$ cat config.mk
export PLATFORM = sky130hd
export DESIGN_NAME = residu_filt
export DESIGN_NICKNAME = d
export VERILOG_FILES = /design/src/rtl/residu_filt_pkg.sv /design/src/rtl/residu_filt.sv
export SDC_FILE = /design/constraint.sdc
export NUM_CORES = 1
export LEC_CHECK = 0
export ABC_AREA = 0
export CAP_MARGIN = 10
export CELL_PAD_IN_SITES_DETAIL_PLACEMENT = 0
export CELL_PAD_IN_SITES_GLOBAL_PLACEMENT = 2
export CORE_MARGIN = 4
export CORE_UTILIZATION = 17
export CTS_CLUSTER_SIZE = 12
export DETAILED_ROUTE_END_ITERATION = 10
export HOLD_SLACK_MARGIN = 0.12
export MAX_ROUTING_LAYER = met4
export PLACE_DENSITY = 0.91
export RECOVER_POWER = 50
export SETUP_SLACK_MARGIN = 0.15
export SKIP_LAST_GASP = 1
export SLEW_MARGIN = 0
export SYNTH_ARGS = -nofsm -noshare
export SYNTH_HDL_FRONTEND = slang
export SYNTH_SLANG_ARGS = --single-unit
$ cat constraint.sdc
create_clock -name clk -period 4 [get_ports clk]
set_input_delay 0.4 -clock clk [delete_from_list [all_inputs] [get_ports clk]]
set_output_delay 0.4 -clock clk [all_outputs]
set_load 0.05 [all_outputs]
$ cat src/rtl/residu_filt_pkg.sv
// LPC residual filter: frame constants, FSM encoding, helpers.
// Optional overflow flag in residu_filt is enabled by RESIDU_OVF_FLAG_EN.
package residu_filt_pkg;

  localparam logic [5:0]  L     = 6'd40;
  localparam logic [5:0]  M     = 6'd10;
  localparam logic [15:0] SHIFT = 16'd3;
  localparam logic [31:0] RND   = 32'h0000_8000;

  // Default scratch-memory blocks (64-word aligned)
  localparam logic [10:0] X_BASE = 11'h040;
  localparam logic [10:0] A_BASE = 11'h080;
  localparam logic [10:0] Y_BASE = 11'h0C0;

  typedef enum logic [3:0] {
    S_INIT,
    S_OUTER,
    S_RD_X0,
    S_MULT0,
    S_INNER,
    S_RD_A,
    S_MAC,
    S_SHL1,
    S_SHL2,
    S_ROUND,
    S_INC
  } state_t;

  function automatic logic [31:0] sext16(
    input logic [15:0] v
  );
    return {{16{v[15]}}, v};
  endfunction

endpackage

$ cat src/rtl/residu_filt.sv
// LPC residual y[n] = round(shl(sum a[j]*x[n-j], SHIFT)) over one frame.
// Define RESIDU_OVF_FLAG_EN to add the sticky ovfFlag output.
module residu_filt
  import residu_filt_pkg::*;
(
  input  logic        clk,
  input  logic        reset,
  input  logic        start,
  input  logic [10:0] xAddr,
  input  logic [10:0] aAddr,
  input  logic [10:0] yAddr,
  input  logic [31:0] memIn,
  output logic [10:0] memWriteAddr,
  output logic        memWriteEn,
  output logic [31:0] memOut,
  output logic [15:0] L_multOutA,
  output logic [15:0] L_multOutB,
  input  logic [31:0] L_multIn,
  output logic [15:0] L_macOutA,
  output logic [15:0] L_macOutB,
  output logic [31:0] L_macOutC,
  input  logic [31:0] L_macIn,
  output logic [31:0] L_addOutA,
  output logic [31:0] L_addOutB,
  input  logic [31:0] L_addIn,
  output logic [31:0] L_shlOutVar1,
  output logic [15:0] L_shlNumShiftOut,
  output logic        L_shlReady,
  input  logic        L_shlDone,
  input  logic [31:0] L_shlIn,
  output logic        done
`ifdef RESIDU_OVF_FLAG_EN
  ,
  output logic        ovfFlag
`endif
);

  state_t      state;
  logic [5:0]  i;
  logic [5:0]  j;
  logic [31:0] s;
  logic [15:0] tx;
  logic [15:0] ta;

  logic unused;
  assign unused = ^{xAddr[5:0], aAddr[5:0], yAddr[5:0],
                    memIn[31:16], L_addIn[15:6]};

  always_comb begin
    memWriteAddr     = '0;
    memWriteEn       = 1'b0;
    memOut           = '0;
    L_multOutA       = '0;
    L_multOutB       = '0;
    L_macOutA        = '0;
    L_macOutB        = '0;
    L_macOutC        = '0;
    L_addOutA        = '0;
    L_addOutB        = '0;
    L_shlOutVar1     = '0;
    L_shlNumShiftOut = '0;
    L_shlReady       = 1'b0;
    done             = 1'b0;
    case (state)
      S_INIT: ;
      S_OUTER: begin
        if (i >= L) done = 1'b1;
        else memWriteAddr = {xAddr[10:6], M + i};
      end
      S_RD_X0:
        memWriteAddr = {aAddr[10:6], 6'd0};
      S_MULT0: begin
        L_multOutA = tx;
        L_multOutB = memIn[15:0];
      end
      S_INNER: begin
        if (j <= M) memWriteAddr = {aAddr[10:6], j};
      end
      // offset M+i-j stays >= 0 since j <= M
      S_RD_A:
        memWriteAddr = {xAddr[10:6], M + i - j};
      S_MAC: begin
        L_macOutA = ta;
        L_macOutB = memIn[15:0];
        L_macOutC = s;
        L_addOutA = {26'd0, j};
        L_addOutB = 32'd1;
      end
      S_SHL1: begin
        L_shlOutVar1     = s;
        L_shlNumShiftOut = SHIFT;
        L_shlReady       = 1'b1;
      end
      S_SHL2: ;
      S_ROUND: begin
        L_addOutA    = s;
        L_addOutB    = RND;
        memWriteAddr = {yAddr[10:6], i};
        memWriteEn   = 1'b1;
        memOut       = sext16(L_addIn[31:16]);
      end
      S_INC: begin
        L_addOutA = {26'd0, i};
        L_addOutB = 32'd1;
      end
      default: done = 1'b1;
    endcase
  end

  always_ff @(posedge clk) begin
    if (!reset) begin
      state <= S_INIT;
      i     <= '0;
      j     <= '0;
      s     <= '0;
      tx    <= '0;
      ta    <= '0;
    end else begin
      case (state)
        S_INIT: begin
          i <= '0;
          if (start) state <= S_OUTER;
        end
        S_OUTER:
          state <= (i >= L) ? S_INIT : S_RD_X0;
        S_RD_X0: begin
          tx    <= memIn[15:0];
          state <= S_MULT0;
        end
        S_MULT0: begin
          s     <= L_multIn;
          j     <= 6'd1;
          state <= S_INNER;
        end
        S_INNER:
          state <= (j > M) ? S_SHL1 : S_RD_A;
        S_RD_A: begin
          ta    <= memIn[15:0];
          state <= S_MAC;
        end
        S_MAC: begin
          s     <= L_macIn;
          j     <= L_addIn[5:0];
          state <= S_INNER;
        end
        S_SHL1:
          state <= S_SHL2;
        S_SHL2: begin
          if (L_shlDone) begin
            s     <= L_shlIn;
            state <= S_ROUND;
          end
        end
        S_ROUND:
          state <= S_INC;
        S_INC: begin
          i     <= L_addIn[5:0];
          state <= S_OUTER;
        end
        default:
          state <= S_INIT;
      endcase
    end
  end

`ifdef RESIDU_OVF_FLAG_EN
  // Sticky across the frame; only a new start clears it
  always_ff @(posedge clk) begin
    if (!reset) begin
      ovfFlag <= 1'b0;
    end else if (state == S_INIT && start) begin
      ovfFlag <= 1'b0;
    end else if (state == S_SHL2 && L_shlDone &&
                 (L_shlIn == 32'h7FFF_FFFF ||
                  L_shlIn == 32'h8000_0000)) begin
      ovfFlag <= 1'b1;
    end
  end
`endif

endmodule

==> flow_summary.ini, run 1 <==
[clocking]
clock_sinks = 80
cts-resized-gates = 0
cts_max_level = 3
cts_hold_buf = 0
cts_root_buffer = clkbuf_16
clockBufferDepth = 2
numCtsBuffers = 9

[global_routing]
antenna_found_initial = 1
grt_overflow_total = 0
grtUsageTotal = 0.137
grt_max_degree = 82
grt_pass1_vias = 6236
grt_first_pass_wirelength_mm = 36.9

[place]
pre_cts_slack_ns = 0.733
io_buffers = 362
gp_congestion = 0.771
hpwlAfterDp_mm = 19.4

[timing]
worstEndpointType = top-level output
crit_endpoint = memOut[18]

[logic_synthesis]
synth_seq_cells = 80
synth_ff_type = dfxtp_1
syn_area_per_cell_sq_um = 7.43
seq_area_frac_synth = 0.290
postSynthCellCount = 744
synth_area_sq_um = 5530
ys_async_sr_fraction = 0
synth_cell_types = 43
synth_edf_count = 0
ys.warnings.count = 0

[floorplanning]
die_x_um = 188
ios = 451
std_cell_rows = 65
start_util = 0.174
die_h_um = 188

[outcome]
haltStage = detailed routing (5_2_route)
outcome = did not finish
error_line = [ERROR DRT-0255] Maze Route cannot find path of net clk in worker of routeBox ( 144900 0 ) ( 188325 48300 ).
[kinds of logic after synthesis]
family	share of synthesized area
AOI/OAI and AO/OA	0.215
xor gates and xnor gates	0.0127
adders and majority gates	0.0172
buffers and inverters	0.145
DFF	0.290
other	0.000678
and+or+nand+nor	0.319
[through the flow]
stage          cell area [sq um]  cells
5_1_grt                     9500   1494
4_1_cts                     9520   1494
3_3_place_gp                9260   1481
2_1_floorplan               5690    787
3_5_place_dp                9260   1481
[cells in the mapped netlist (all sizes together), types with 2 or more instances]
cell type	instances	area share
nand2	104	0.071
inv	15	0.010
o21ai	41	0.037
a21oi	37	0.033
xor2	3	0.0048
a2111oi	2	0.0032
a31oi	32	0.036
a22o	6	0.0095
or2	4	0.0045
nand2b	6	0.0095
a22oi	44	0.060
nor2b	2	0.0023
clkbuf	32	0.022
a221o	2	0.0036
dfxtp	80	0.29
nand3	3	0.0027
and2	170	0.19
xnor2	5	0.0079
nor3	8	0.010
nor2	28	0.020
a21o	7	0.0095
buf	87	0.11
ha	6	0.014
o31ai	2	0.0027
nor3b	2	0.0048
a222oi	7	0.013
[per-layer routing]
metal and global-route usage:
met1 0.155, met4 0.0322, met3 0.0369, met2 0.241, met5 -
[timing repair]
item	4_1_cts	5_1_grt
endpoints found under the hold margin	0	0
buffers inserted	0	0
endpoints found under the setup margin	0	18
==> run 2, diff against run 1 <==
==> config.mk (replaced) <==
export PLATFORM = sky130hd
export DESIGN_NAME = residu_filt
export DESIGN_NICKNAME = d
export VERILOG_FILES = /design/src/rtl/residu_filt_pkg.sv /design/src/rtl/residu_filt.sv
export SDC_FILE = /design/constraint.sdc
export NUM_CORES = 1
export LEC_CHECK = 0
export ABC_AREA = 0
export CAP_MARGIN = 10
export CORE_MARGIN = 4
export CORE_UTILIZATION = 20
export DETAILED_ROUTE_END_ITERATION = 10
export PLACE_DENSITY_LB_ADDON = 0.15
export RECOVER_POWER = 50
export SKIP_LAST_GASP = 1
export SLEW_MARGIN = 0
export SYNTH_ARGS = -nofsm -noshare
export SYNTH_HDL_FRONTEND = slang
export SYNTH_SLANG_ARGS = --single-unit
==> run 2 against run 1 <==
  * The flow now finishes, with violations (max-capacitance violations, max-slew violations)
  * Synthesized cell count did not move
  * Global-route usage up 2.1 points
  * Synthesized area unchanged
==> flow_summary.ini, run 2 <==
[logic_synthesis]
synthSimpleGateAreaFrac = 0.319
synth_cell_types = 43
synth_top_family_by_area = simple AND/OR/NAND/NOR gates
synth_fa_ha_area_frac = 0.0172
synth_top_area_frac = 0.290
seq_area_frac_synth = 0.290
synth_seq_cells = 80
synth_ff_type = dfxtp_1
synth_common_cells = and2_1, nand2_1, dfxtp_1, buf_4, a22oi_1
ys_async_sr_fraction = 0
synth_mux_area_frac = 0
ys.warnings.count = 0
synthTopCellsByArea = dfxtp_1, and2_1, buf_4
syn_area_per_cell_sq_um = 7.43
yosysTopAreaCell = dfxtp_1
yosys.cell_count.top_type = and2_1
synth_area_sq_um = 5530
synth_xor_xnor_area_share = 0.0127
synth_edf_count = 0
synth_compound_area_frac = 0.215
postSynthCellCount = 744

[global_routing]
gr-usage-met2 = 0.277
grt_overflow_total = 0
antenna_found_initial = 1
grt.busiest_layer = met2
grtUsageTotal = 0.158
grtUsageMet1 = 0.182
grt_first_pass_wirelength_mm = 37.5
met3_usage = 0.0674
grt_max_degree = 82
grt_pass1_vias = 5970

[final_layout]
mostFrequentLayoutCell = clkdlybuf4s50_1
post-route-util = 0.348
n_antenna_cell = 0
top_regs = s (32), ta (16), tx (16)
regMostFlops = s
final_nets = 1262
drive_above_1_share = 0.0405
largest_reg_flops = 32
layout_common_cells = clkdlybuf4s50_1, and2_1, nand2_1
fillCellCount = 2908
synthToLayoutAreaGrowth_pct = 70.7

[place]
io_buffers = 362
gp_congestion = 0.766
hpwlAfterDp_mm = 19.0

[drt]
vias = 6046
antenna_left = 0
drt_iter0_drc = 253
drt_drc_violations_left = 0
dr.pass1.iters = 5
vias_per_cell = 4.21
finalWirelength_mm = 25.1
wl_per_cell_um = 17.5

[pwr]
total_leakage_power_nw = 3.77
vdd.ir_drop.worst_mv = 0.141
pwr-share-comb = 0.223
pwr-share-clk = 0.373
power_switching_mw = 0.678
pwr-share-seq = 0.405
power.share.switching = 0.318
internal_power_mw = 1.45
pwr_density_cell_nw_per_um2 = 226

[timing]
tightest_slew_ns = 2.38
max_slew_margin = -0.588
final_max_slew_viol_count = 49
period_needed_ns = 3.51
setup_violations = 0
skew_ns = 0.0117
fin_crit_sh = 0.877
tns_ns = 0
fmax_ghz = 0.285
rsz0062_at_grt = no
hold_violations = 0

[clocking]
clockBufferDepth = 2
postCtsSetupRepairBufs = 0
cts-resized-gates = 0
cts_hold_buf = 0
clock_sinks = 80
clk_latency_ns = 0.34
cts_tree = built
cts_root_buffer = clkbuf_16
cts.reportedPaths.clkPinSlew_ns = 0.07
numCtsBuffers = 9
cts_max_level = 3

[worst_setup_path]
worst_path_max_delay_cell = clkdlybuf4s50_1
slowest_delay_ns = 0.83
startpoint_type = flip-flop
crit_type = reg -> out
crit_arrival_ns = 3.11
worstPathCellList = ha_1 > xnor2_1 > ha_1 > o21ai_0 > a21oi_1 > o22ai_1 > xnor2_1 > o21ai_0 > clkdlybuf4s50_1
crit_fanout = 7
end_kind = primary output
required_ns = 3.60

[outcome]
violations = max-capacitance violations, max-slew violations
outcome = finished with violations

[floorplanning]
start_util = 0.204
die_x_um = 174
std_cell_rows = 60
die_area_sq_um = 30400
ios = 451
fp.coreArea_sq_um = 27100
die_h_um = 174

[min_path]
hold_class = reg -> reg

[flow_run]
cap_violations = 1
==> run 2: cell counts after synthesis <==
Identical to the previous run, type by type.
==> run 2: power by group through the flow <==
| stage | registers [mW] | clock network, mW | logic (mW) |
|---|---|---|---|
| final | 0.862 | 0.795 | 0.475 |
| after global routing | 0.868 | 0.850 | 0.509 |
| after CTS | 0.865 | 0.830 | 0.483 |
| after detailed placement | 0.883 | 0 | 0.482 |
| after global placement | 0.882 | 0 | 0.480 |
| after floorplan | 0.862 | 0 | 0.298 |
==> run 2: layout make-up <==
class | instances | area, sq um | area share
inverters | 15 | 56.3 | 0.00597
flip-flops and latches | 80 | 1600 | 0.170
clock buffers | 9 | 225 | 0.0239
clock inverters | 7 | 51.3 | 0.00544
multi-input cells | 573 | 3290 | 0.348
repair buffers | 379 | 3750 | 0.397
well taps | 372 | 465 | 0.0493
==> run 2: through the flow <==
step	std cells	power [mW]	area [sq um]	hold slack, ns	setup slack, ns
4_1_cts	1435	2.18	9460	0.454	0.462
3_5_place_dp	1419	1.36	9190	0.444	0.847
3_3_place_gp	1419	1.36	9190	0.438	0.835
2_1_floorplan	787	1.16	5690	0.432	1.01
6_report	1435	2.13	9440	0.449	0.494
5_1_grt	1435	2.23	9440	0.474	0.191
==> run 2: critical path, delay by kind of cell (launching register included) <==
family,cells,cell delay (ns)
XOR/XNOR,2,0.23
flip-flops,1,0.51
AO/OA/AOI/OAI,4,0.59
buffers and inverters,1,0.83
adder cells (fa/ha/maj),2,0.61
==> run 2: cells by family (layout without fill, tap and decap cells) <==
family	after synthesis	after routing
simple gates	329	329
compound gates	185	185
buf+inv	134	410
flops	80	80
xor+xnor	8	8
fa+ha+maj	7	7
other cells	1	44
==> run 2: worst paths after layout <==
path	startpoint	end	slack [ns]	cells past startpoint
worst max-delay path	i[1]$_SDFFE_PN0P_	memWriteAddr[5]	0.49	9
worst min-delay path	ta[1]$_SDFFE_PN0P_	ta[1]$_SDFFE_PN0P_	0.45	2
worst max register to register	state[2]$_SDFFE_PN0P_	s[3]$_SDFFE_PN0P_	0.60	6
worst min register to register	ta[1]$_SDFFE_PN0P_	ta[1]$_SDFFE_PN0P_	0.45	2
==> run 2: routing by layer <==
layer,up-vias,share of wire
li1,3031,-
met1,2726,0.40
met2,274,0.49
met3,13,0.10
met4,2,0.0063
met5,-,0.00044
Note: power is estimated with default switching activity, not from simulation.
==> run 3, diff against run 2 <==
--- a/config.mk
+++ b/config.mk
@@ -7,9 +7,11 @@
 export LEC_CHECK = 0
 export ABC_AREA = 0
 export CAP_MARGIN = 10
-export CORE_MARGIN = 4
-export CORE_UTILIZATION = 20
+export CELL_PAD_IN_SITES_DETAIL_PLACEMENT = 1
+export CELL_PAD_IN_SITES_GLOBAL_PLACEMENT = 1
+export CORE_AREA = 2 2 175 177
 export DETAILED_ROUTE_END_ITERATION = 10
+export DIE_AREA = 0 0 177 179
 export PLACE_DENSITY_LB_ADDON = 0.15
 export RECOVER_POWER = 50
 export SKIP_LAST_GASP = 1
==> run 3 against run 2 <==
  * The run still ends with max-capacitance violations, max-slew violations left
  * Sequential share of layout area is 0.14 points lower
  * Clock power rose by 23%
  * Worst setup slack worse by 0.13 ns
  * Maximum frequency down 3.6%
  * Clock skew is essentially flat
  * Clock-buffer cell count did not move
  * Final area up 0.81%
  * Die area rose by 4.3%
==> flow_summary.ini, run 3 (synthesis results as in run 2) <==
[worst_setup_path]
end_kind = primary output
reg2reg_depth = 7
worstReg2RegEnd = s[22]$_SDFFE_PN0P_
required_ns = 3.60
crit_arrival_ns = 3.24
setup.worst_path.start = state[3]$_SDFFE_PN0P_
crit_type = reg -> out
r2r_slack_ns = 0.46
startpoint_type = flip-flop
critPathCapture = L_addOutA[3]
crit_fanout = 59
rr_startpoint = state[3]$_SDFFE_PN0P_

[global_routing]
grt_pass1_vias = 6181
grt_first_pass_wirelength_mm = 38.9
grt_max_degree = 60
antenna_found_initial = 1
grtUsageTotal = 0.161
grt_overflow_total = 0

[final_layout]
layout.cells.non_filler = 1459
finalInstanceArea_sq_um = 9510
multiInputGateArea_sq_um = 3280
n_antenna_cell = 0
drive_above_1_share = 0.0405
regMostFlops = s
final_nets = 1262
synthToLayoutAreaGrowth_pct = 72.1
post-route-util = 0.317
layout_common_cells = clkdlybuf4s50_1, and2_1, nand2_1
mostFrequentLayoutCell = clkdlybuf4s50_1
fillCellCount = 3580
regArea_sq_um = 1600
largest_reg_flops = 32
top_regs = s (32), ta (16), tx (16)

[pwr]
power.share.switching = 0.313
total_leakage_power_nw = 3.79
pwr-share-clk = 0.422
pwr-share-seq = 0.372
p_total_mw = 2.32
internal_power_mw = 1.59
vdd.ir_drop.worst_mv = 0.151
pwr-share-comb = 0.206
power_switching_mw = 0.725
pwr_density_cell_nw_per_um2 = 244

[drt]
top_layer_used = met5
wl_met2_mm = 12.5
wl_met3_mm = 2.80
drt_drc_violations_left = 0
wl_per_cell_um = 18.1
dr.pass1.iters = 5
drt_iter0_drc = 212
vias = 6198
wl_met1_mm = 10.9
antenna_left = 0
finalWirelength_mm = 26.4
vias_per_cell = 4.25

[timing]
final_max_slew_viol_count = 34
rsz0062_at_grt = no
fin_crit_sh = 0.909
setup_violations = 0
tightest_slew_ns = 1.59
period_needed_ns = 3.64
skew_ns = 0.0115
tns_ns = 0
max_slew_margin = -0.0599
setup_slack_ns = 0.363
fin_hold_ws_ns = 0.450
hold_violations = 0
fmax_ghz = 0.275

[clocking]
cts_max_level = 3
clockBufferDepth = 2
cts_tree = built
cts.reportedPaths.clkPinSlew_ns = 0.07
numCtsBuffers = 9
cts_root_buffer = clkbuf_16
cts-resized-gates = 0
clock_sinks = 80
cts_hold_buf = 0
postCtsSetupRepairBufs = 0
clk_latency_ns = 0.36

[place]
placed_area_sq_um = 9220
pre_cts_slack_ns = 0.791
io_buffers = 362
dp.cells = 1443
gp_congestion = 0.748
hpwlAfterDp_mm = 19.7

[floorplanning]
fp.coreArea_sq_um = 30000
std_cell_rows = 64
start_util = 0.184
ios = 451
die_h_um = 179
die_area_sq_um = 31700
die_x_um = 177

[outcome]
violations = max-capacitance violations, max-slew violations
outcome = finished with violations

[min_path]
hold_class = reg -> reg

[flow_run]
cap_violations = 1
run 3: cell types whose count changed in the layout (fill, tap and decap cells not counted), sizes merged:
cell	change
bufinv	+2
clkdlybuf4s50	+4
clkinv	-2
clkinvlp	-2
dlygate4sd3	-4
inv	+2
run 3: worst max-delay path, stage by stage (launching register included):
cell,delay [ns]
dfxtp_1,0.42
nand2b_1,0.33
nor3b_1,0.31
clkbuf_4,0.64
a222oi_1,0.28
inv_1,0.09
clkdlybuf4s50_1,0.80
run 3: worst min path at each step:
| stage | end | cells after the start | slack [ns] | start |
|---|---|---|---|---|
| 2_1_floorplan | ta[0]$_SDFFE_PN0P_ | 2 | 0.43 | ta[0]$_SDFFE_PN0P_ |
| 3_3_place_gp | tx[9]$_SDFFE_PN0P_ | 2 | 0.44 | tx[9]$_SDFFE_PN0P_ |
| 3_5_place_dp | ta[15]$_SDFFE_PN0P_ | 2 | 0.44 | ta[15]$_SDFFE_PN0P_ |
| 4_1_cts | ta[15]$_SDFFE_PN0P_ | 2 | 0.45 | ta[15]$_SDFFE_PN0P_ |
| 5_1_grt | tx[14]$_SDFFE_PN0P_ | 2 | 0.47 | tx[14]$_SDFFE_PN0P_ |
| 6_report | ta[6]$_SDFFE_PN0P_ | 2 | 0.45 | ta[6]$_SDFFE_PN0P_ |
run 3: layout make-up:
cell class | instances | share of cell area
timing repair buffer | 379 | 0.393
multi-input combinational | 573 | 0.345
sequential | 80 | 0.168
tap | 396 | 0.0521
clock buffer | 9 | 0.0237
clock inverter | 7 | 0.0114
inverter | 15 | 0.00592
run 3: layer usage:
| layer | vias to the layer above | global-route usage |
|---|---|---|
| met5 | - | 0 |
| met4 | 2 | 0.0293 |
| met3 | 15 | 0.0715 |
| met2 | 251 | 0.274 |
| met1 | 2898 | 0.189 |
| li1 | 3032 | - |
run 3: power by group through the flow:
stage	Combinational (mW)	Sequential, mW	Clock, mW
global route	0.513	0.867	1.05
floorplan	0.298	0.862	0
global placement	0.481	0.883	0
finish	0.477	0.861	0.979
detailed placement	0.486	0.883	0
CTS	0.487	0.865	1.01
==> run 4, diff against run 3 <==
--- a/config.mk
+++ b/config.mk
@@ -9,10 +9,10 @@
 export CAP_MARGIN = 10
 export CELL_PAD_IN_SITES_DETAIL_PLACEMENT = 1
 export CELL_PAD_IN_SITES_GLOBAL_PLACEMENT = 1
-export CORE_AREA = 2 2 175 177
+export CORE_AREA = 2 2 173 175
 export DETAILED_ROUTE_END_ITERATION = 10
-export DIE_AREA = 0 0 177 179
-export PLACE_DENSITY_LB_ADDON = 0.15
+export DIE_AREA = 0 0 175 177
+export PLACE_DENSITY_LB_ADDON = 0.1
 export RECOVER_POWER = 50
 export SKIP_LAST_GASP = 1
 export SLEW_MARGIN = 0
==> run 4 against run 3 <==
  * Critical path depth shrank 2
  * Global-route usage down 0.12 points
  * Cell count down 0.27%
  * The flow still finishes with violations (max-capacitance violations, max-slew violations)
  * Register-to-register slack improved by 0.16 ns
  * Largest cell class unchanged
  * Sequential share of layout area grew 0.056 points
  * Power decreased by 7.0%
  * First-iteration DRC count up 12%
  * Core utilization grew 0.74 points
  * Combinational power about the same
  * Die area is 2.2% lower
  * Maximum frequency is essentially flat
==> flow_summary.ini, run 4 (synthesis results as in run 2) <==
[worst_setup_path]
startpoint_type = flip-flop
crit_fanout = 78
crit_arrival_ns = 3.24
end_kind = primary output
rr_startpoint = state[2]$_SDFFE_PN0P_
worstReg2RegEnd = s[4]$_SDFFE_PN0P_
r2r_slack_ns = 0.62
reg2reg_depth = 6
crit_type = reg -> out
required_ns = 3.60

[drt]
wl_per_cell_um = 17.5
drt_iter0_drc = 238
vias_per_cell = 4.25
dr.pass1.iters = 6
antenna_left = 0
vias = 6185
finalWirelength_mm = 25.5
drt_drc_violations_left = 0

[floorplanning]
die_area_sq_um = 31000
std_cell_rows = 63
die_x_um = 175
start_util = 0.189
fp.coreArea_sq_um = 29200
die_h_um = 177
ios = 451

[place]
hpwlAfterDp_mm = 19.4
placed_area_sq_um = 9210
gp_congestion = 0.743
io_buffers = 362
dp.cells = 1437
pre_cts_slack_ns = 0.836

[timing]
hold_violations = 0
tightest_slew_ns = 2.33
fin_hold_ws_ns = 0.448
setup_slack_ns = 0.365
max_slew_margin = -0.554
skew_ns = 0.00487
fin_crit_sh = 0.909
setup_violations = 0
period_needed_ns = 3.64
final_max_slew_viol_count = 49
rsz0062_at_grt = no
fmax_ghz = 0.275
tns_ns = 0

[clocking]
postCtsSetupRepairBufs = 0
cts_max_level = 3
cts_root_buffer = clkbuf_16
clockBufferDepth = 2
clk_latency_ns = 0.35
numCtsBuffers = 9
cts_tree = built
clock_sinks = 80
cts.reportedPaths.clkPinSlew_ns = 0.07
cts_hold_buf = 0
cts-resized-gates = 0

[final_layout]
fillCellCount = 3517
regMostFlops = s
layout.cells.non_filler = 1455
layout_common_cells = clkdlybuf4s50_1, and2_1, nand2_1
synthToLayoutAreaGrowth_pct = 71.5
regArea_sq_um = 1600
top_regs = s (32), ta (16), tx (16)
post-route-util = 0.324
multiInputGateArea_sq_um = 3300
largest_reg_flops = 32
final_nets = 1262
mostFrequentLayoutCell = clkdlybuf4s50_1
finalInstanceArea_sq_um = 9480
drive_above_1_share = 0.0433

[global_routing]
grtUsageTotal = 0.160
grt_pass1_vias = 6332
grt_first_pass_wirelength_mm = 38.4
grt_overflow_total = 0
grt_max_degree = 79
antenna_found_initial = 1

[outcome]
violations = max-capacitance violations, max-slew violations
outcome = finished with violations

[min_path]
min_from = tx[10]$_SDFFE_PN0P_
min_to = tx[10]$_SDFFE_PN0P_
min_path_cells = 2
hold_class = reg -> reg

[pwr]
p_total_mw = 2.15
vdd.ir_drop.worst_mv = 0.146
pwr_density_cell_nw_per_um2 = 227
total_leakage_power_nw = 3.79

[flow_run]
cap_violations = 1
==> run 4: area by class of cell <==
class                      count  area share
inverter                      15     0.00594
timing repair buffer         379       0.395
clock buffer                  10      0.0252
antenna                        2    0.000528
tap                          390      0.0515
clock inverter                 6     0.00515
multi-input combinational    573       0.348
sequential                    80       0.169
==> run 4: where the power goes <==
group / total [mW] / internal (mW) / switching (mW) / leakage, nW
Sequential: 0.862 / 0.827 / 0.0349 / 0.647
Clock: 0.817 / 0.446 / 0.371 / 0.144
Combinational: 0.476 / 0.202 / 0.274 / 3.00
==> run 4: worst max-delay path: stages, from the launching register on <==
cell and delay (ns):
dfxtp_1 0.73, nor3b_4 0.30, clkbuf_4 0.69, and2_1 0.22
dlygate4sd3_1 0.88
==> run 4: worst max path at each step <==
stage,cells past startpoint,slack (ns),end,from
2_1_floorplan,7,1.01,memWriteAddr[5],i[1]$_SDFFE_PN0P_
3_3_place_gp,9,0.84,memWriteAddr[5],i[1]$_SDFFE_PN0P_
3_5_place_dp,9,0.84,memWriteAddr[5],i[1]$_SDFFE_PN0P_
4_1_cts,9,0.44,memWriteAddr[5],i[1]$_SDFFE_PN0P_
5_1_grt,4,0.17,L_macOutA[12],state[2]$_SDFFE_PN0P_
6_report,4,0.36,L_macOutC[16],state[2]$_SDFFE_PN0P_
==> run 4: layer usage <==
layer,up-vias,track usage,part of all wire
met2,261,0.279,0.49
li1,3030,-,-
met4,0,0.0330,0.0091
met5,-,0,0
met3,14,0.0591,0.098
met1,2880,0.188,0.41
==> patch 1 (config.mk and constraints of run 4) <==
Build with the macro `RESIDU_OVF_FLAG_EN` defined.
--- a/src/rtl/residu_filt.sv
+++ b/src/rtl/residu_filt.sv
@@ -1,5 +1,7 @@
 // LPC residual y[n] = round(shl(sum a[j]*x[n-j], SHIFT)) over one frame.
 // Define RESIDU_OVF_FLAG_EN to add the sticky ovfFlag output.
+`define RESIDU_OVF_FLAG_EN
+
 module residu_filt
   import residu_filt_pkg::*;
 (
Behaviour (old outputs only; new: ovfFlag): unchanged (Yosys induction, for registers that start in step).
==> patch 1 against run 4 <==
The run now ends clean. Non-clock buffer count is 4 higher. Via count is 6.3% higher. Count of clock-buffer cells in the layout is 1 lower. Final area is 1.6% higher. Area after synthesis is 1.9% higher. Critical path depth is 5 higher. Utilization is 0.52 points higher. Routed wire length is 11% higher. Worst setup slack better by 0.059 ns. Final cell count is 0.21% higher. First-iteration DRC count is 46% higher. Power is 2.4% higher. Sequential cell count is 1 higher. Critical path type unchanged. Largest power group unchanged.
==> patch 1: results (changes against run 4) <==
run status=finished, final reports clean; initial antenna violation count=1 (unchanged); Setup Buffers After CTS=0 (unchanged); Post-Place Setup Slack=0.744 ns (-0.0916 ns); Worst Reg2Reg Path Length in Cells=7 (+1); post-CTS sizing=0 (unchanged); gp weighted congestion=0.799 (+7.5%); global-route wire length before repair=42.0 mm (+9.4%); vias in the first global route=6674 (+5.4%); Switch Pwr=729 uW (+7.2%); Final ANT Viol Nets=0 (unchanged); ANT cells=0 (-2); gr usage total=17.8% (+1.8 points); Leak=3.84 nW (+1.4%); Max Clock Skew=0.0116 ns (+0.00673 ns); Seq/Total Area, Yosys=28.8% (-0.20 points); DR pass1 iterations=8 (+2); DR vias=6575 (+6.3%); Detail Placement HPWL=21.5 mm (+11%); Worst-Margin Slew=1.48 ns (-0.848 ns); Worst Hold Class=reg2reg; post-DR wirelength/cell=19.5 um (+11%); synth warn=0 (unchanged); post-synth cell types=46 (+7.0%); initial drt markers=348 (+46%); Buffers on Ports=363 (+0.28%); Worst Hold Depth=2 (unchanged); dominant cells by area after synthesis=dfxtp_1 29%, and2_1 15%, buf_4 8.4%; pin count of the biggest net entering global routing=81 (+2.5%); CTS clk-pin slew, worst paths=0.07 ns (about the same); Nets=1267 (+0.40%); register with the most flip-flops=s; Worst VDD drop=0.169 mV (+16%); layout cells sized above 1=4.12% (-0.21 points); Max-Cap Viols=0 (-1); Commonest cells post-synth=139 x and2_1, 81 x dfxtp_1, 77 x nand2_1, 75 x a21oi_1, 63 x buf_4; maximum root-to-sink buffer count=2 (unchanged); dominant synthesized flop cell=dfxtp_1; worst-path maximum fanout=8 (-90%); clock tree root buffer cell=clkbuf_16; latest clock arrival within the worst-skew pair=0.35 ns (about the same); CP arrival=3.18 ns (-0.06 ns); cts bufs inserted=9 (unchanged)
[patch 1: cell count changes after synthesis, moves of 9 or more]
cell	before	now
clkbuf_1	32	46
a31oi_1	32	0
nor4_1	0	9
o21ai_1	28	2
a22oi_1	44	7
nand2_1	104	77
and3_1	1	35
a21oi_1	37	75
nand4_1	0	9
o21ai_0	13	40
a222oi_1	7	40
and2_1	170	139
[patch 1: critical path, cell delays in order, from the launching register on]
cell	delay, ns
dfxtp_1	0.53
ha_1	0.24
xnor2_1	0.16
ha_1	0.32
a21o_1	0.18
a21oi_1	0.12
o21ai_0	0.11
xnor2_1	0.14
o21ai_0	0.19
clkdlybuf4s50_1	0.83
[patch 1: area by class of cell]
cell class / instances / area, um^2
Fill cell: 3507 / 19600
Multi-Input combinational cell: 572 / 3400
Tap cell: 390 / 488
Inverter: 16 / 60.1
Clock inverter: 7 / 55.1
Clock buffer: 9 / 225
Sequential cell: 81 / 1620
Timing Repair Buffer: 383 / 3790
[patch 1: logic make-up after synthesis]
logic type | count (synthesis) | share of synthesized area, %
simple gates | 323 | 31.5
compound gates | 189 | 22.3
buf+inv | 141 | 14.3
flops | 81 | 28.8
xor+xnor | 9 | 1.40
fa+ha+maj | 7 | 1.69
other cells | 1 | 0.0665
[patch 1: worst paths after layout]
path                                from              end  slack (ns)
worst max register to register  state[1]            s[22]        0.87
worst max-delay path                i[1]  memWriteAddr[5]        0.42
worst min-delay path               ta[9]            ta[9]        0.45
worst min register to register     ta[9]            ta[9]        0.45
[patch 1: power by group through the flow]
| stage | logic [mW] | registers (mW) | clock network (mW) |
|---|---|---|---|
| CTS | 0.534 | 0.866 | 0.846 |
| floorplan | 0.313 | 0.868 | 0 |
| global placement | 0.528 | 0.884 | 0 |
| detailed placement | 0.532 | 0.884 | 0 |
| global route | 0.564 | 0.871 | 0.884 |
| finish | 0.526 | 0.866 | 0.815 |
[patch 1: per-stage QoR]
step                      hold WS, ns  instance area, um^2  instances
after floorplan                 0.432                 5800        794
after global placement          0.438                 9360       1442
after detailed placement        0.444                 9360       1442
after CTS                       0.453                 9640       1458
after global routing            0.473                 9630       1458
final                           0.451                 9630       1458
[patch 1: routing by layer]
layer | vias up | GRT usage (%) | routed length (um)
met4 | 2 | 4.55 | 477
met3 | 24 | 5.50 | 2360
met2 | 269 | 30.5 | 13600
met5 | - | 0 | 9
li1 | 3159 | - | -
met1 | 3121 | 21.6 | 11900
==> patch 2 (config.mk and constraints of run 4) <==
Without the edit above. The 11 states of `state_t` get a Gray code encoding in 4 bits.
--- a/src/rtl/residu_filt_pkg.sv
+++ b/src/rtl/residu_filt_pkg.sv
@@ -13,17 +13,17 @@
   localparam logic [10:0] Y_BASE = 11'h0C0;
 
   typedef enum logic [3:0] {
-    S_INIT,
-    S_OUTER,
-    S_RD_X0,
-    S_MULT0,
-    S_INNER,
-    S_RD_A,
-    S_MAC,
-    S_SHL1,
-    S_SHL2,
-    S_ROUND,
-    S_INC
+    S_INIT  = 4'b0000,
+    S_OUTER = 4'b0001,
+    S_RD_X0 = 4'b0011,
+    S_MULT0 = 4'b0010,
+    S_INNER = 4'b0110,
+    S_RD_A  = 4'b0111,
+    S_MAC   = 4'b0101,
+    S_SHL1  = 4'b0100,
+    S_SHL2  = 4'b1100,
+    S_ROUND = 4'b1101,
+    S_INC   = 4'b1111
   } state_t;
 
   function automatic logic [31:0] sext16(
Formal check against the unedited RTL: no difference found for any inputs over 10 cycles, from zero or initial values and one cycle with reset low; not proved beyond that.
==> patch 2 against run 4 <==
Final area increased by 0.91%. Sequential cell count unchanged. Largest cell class unchanged. Utilization up 0.30 points. Worst setup slack improved by 0.0030 ns. Clock skew rose by 0.0085 ns. Routed wire length grew 0.98%. Via count rose by 0.23%. Global-route usage about the same. Critical path type unchanged. Area after synthesis up 1.8%.
Power is not compared: it rests on default switching activity, and its combinational part moved more than twofold at a synthesized area within 25%.
==> patch 2: results (changes against run 4) <==
run status=finished, final reports clean; post-synthesis compound-gate area fraction=20.1% (-1.4 points); Final ANT Viol Nets=0 (unchanged); worst-path maximum fanout=13 (-83%); Adder-Cell Fraction of Synth Area=1.69% (-0.030 points); Avg Cell Area, Syn=7.55 um^2 (+1.7%); met1 Use GR=19.1% (+0.30 points); CP arrival=3.23 ns (about the same); Max Clock Skew=0.0134 ns (+0.00852 ns); fillcell total=3506 (-0.31%); maximum root-to-sink buffer count=2 (unchanged); Seq/Total Area, Yosys=28.5% (-0.51 points); initial drt markers=222 (-6.7%); synth warn=0 (unchanged); latest clock arrival within the worst-skew pair=0.35 ns (about the same); clock tree root buffer cell=clkbuf_16; layout cells sized above 1=4.35% (+0.020 points); cts bufs inserted=9 (unchanged); H-tree Lvls=3 (unchanged); global-route wire length before repair=38.2 mm (-0.50%); slowest CP cell=clkdlybuf4s50_1; multiplexer share of the synthesized area=0.267% (+0.27 points); gp weighted congestion=0.730 (-1.8%); gr ovfl total=0 (unchanged); Nets=1257 (-0.40%); pin count of the biggest net entering global routing=84 (+6.3%); Non-Filler Instances=1449 (-0.41%); Post-Synth XOR/XNOR Area=1.09% (-0.18 points); drt total wl=25.7 mm (+0.98%); DR vias=6199 (+0.23%); Post-Place Setup Slack=0.779 ns (-0.0569 ns); Detail Placement HPWL=19.4 mm (-0.14%); Leak=3.68 nW; met3 track demand over resource=5.63% (-0.28 points); dominant synthesized flop cell=dfxtp_1; Buffers on Ports=362 (unchanged); dominant cells by area after synthesis=dfxtp_1 28%, and2_1 19%, buf_4 9.5%; Commonest cells post-synth=170 x and2_1, 102 x nand2_1, 80 x dfxtp_1, 71 x buf_4, 54 x nor2_1; CTS clk-pin slew, worst paths=0.06 ns; DR pass1 iterations=5 (-1); initial antenna violation count=2 (+1); Setup Buffers After CTS=0 (unchanged); ys async rst share=0% (unchanged); Worst VDD drop=0.188 mV; post-CTS sizing=0 (unchanged); met2 Track Usage GR=27.8% (-0.18 points); max_slew headroom=12.5% (+68 points); post-synth cell types=49 (+14%); Largest regs=s x32, ta x16, tx x16; gr usage total=16.0% (-0.044 points); CP peak stage delay=0.79 ns (-0.09 ns); crit-path leading delay family=simple AND/OR/NAND/NOR gates; Worst Hold Class=reg2reg; vias in the first global route=6286 (-0.73%); placed instance area=9280 um^2 (+0.76%)
-- patch 2: cell types whose count changed in the layout (fill, tap and decap cells not counted), moves of 4 or more --
cell	run 4	this run
nor2b_1	2	6
a311oi_1	0	30
inv_1	15	20
o21ai_1	5	0
nor2_1	23	51
o21ai_0	36	7
a21o_1	7	2
a221o_1	2	6
a31oi_1	32	1
a22o_1	6	0
-- patch 2: cell type report --
class,count,area [um^2],share of cell area (%)
sequential,80,1600,16.7
inverter,20,75.1,0.785
multi-input combinational,566,3350,35.0
tap,390,488,5.10
antenna,1,2.50,0.0262
clock inverter,5,61.3,0.641
timing repair buffer,376,3730,39.0
clock buffer,11,253,2.64
-- patch 2: final timing paths --
path              startpoint                to  slack (ns)  depth (start not counted)
setup / recovery    state[0]  memWriteAddr[10]        0.37                          6
hold / removal         tx[0]             tx[0]        0.45                          2
setup reg to reg    state[0]             s[13]        0.56                          6
hold reg to reg        tx[0]             tx[0]        0.45                          2
-- patch 2: metal layers --
metal | wire, um | vias to the layer above | share of wire, %
met5 | 0 | - | 0
met3 | 2250 | 9 | 8.7
met4 | 180 | 0 | 0.70
met2 | 12600 | 242 | 49
li1 | - | 3025 | -
met1 | 10700 | 2923 | 42
-- patch 2: tightest hold or removal path: cells and delay by family, from the launching register on --
| family | cells | cell delay [ns] |
|---|---|---|
| flops | 1 | 0.30 |
| simple gates | 1 | 0.05 |
| compound gates | 1 | 0.05 |
-- patch 2: report_power, final --
group	total [mW]	internal [mW]	switching [mW]
registers	1.20	0.984	0.213
logic	1.63	0.588	1.04
clock network	0.891	0.523	0.368
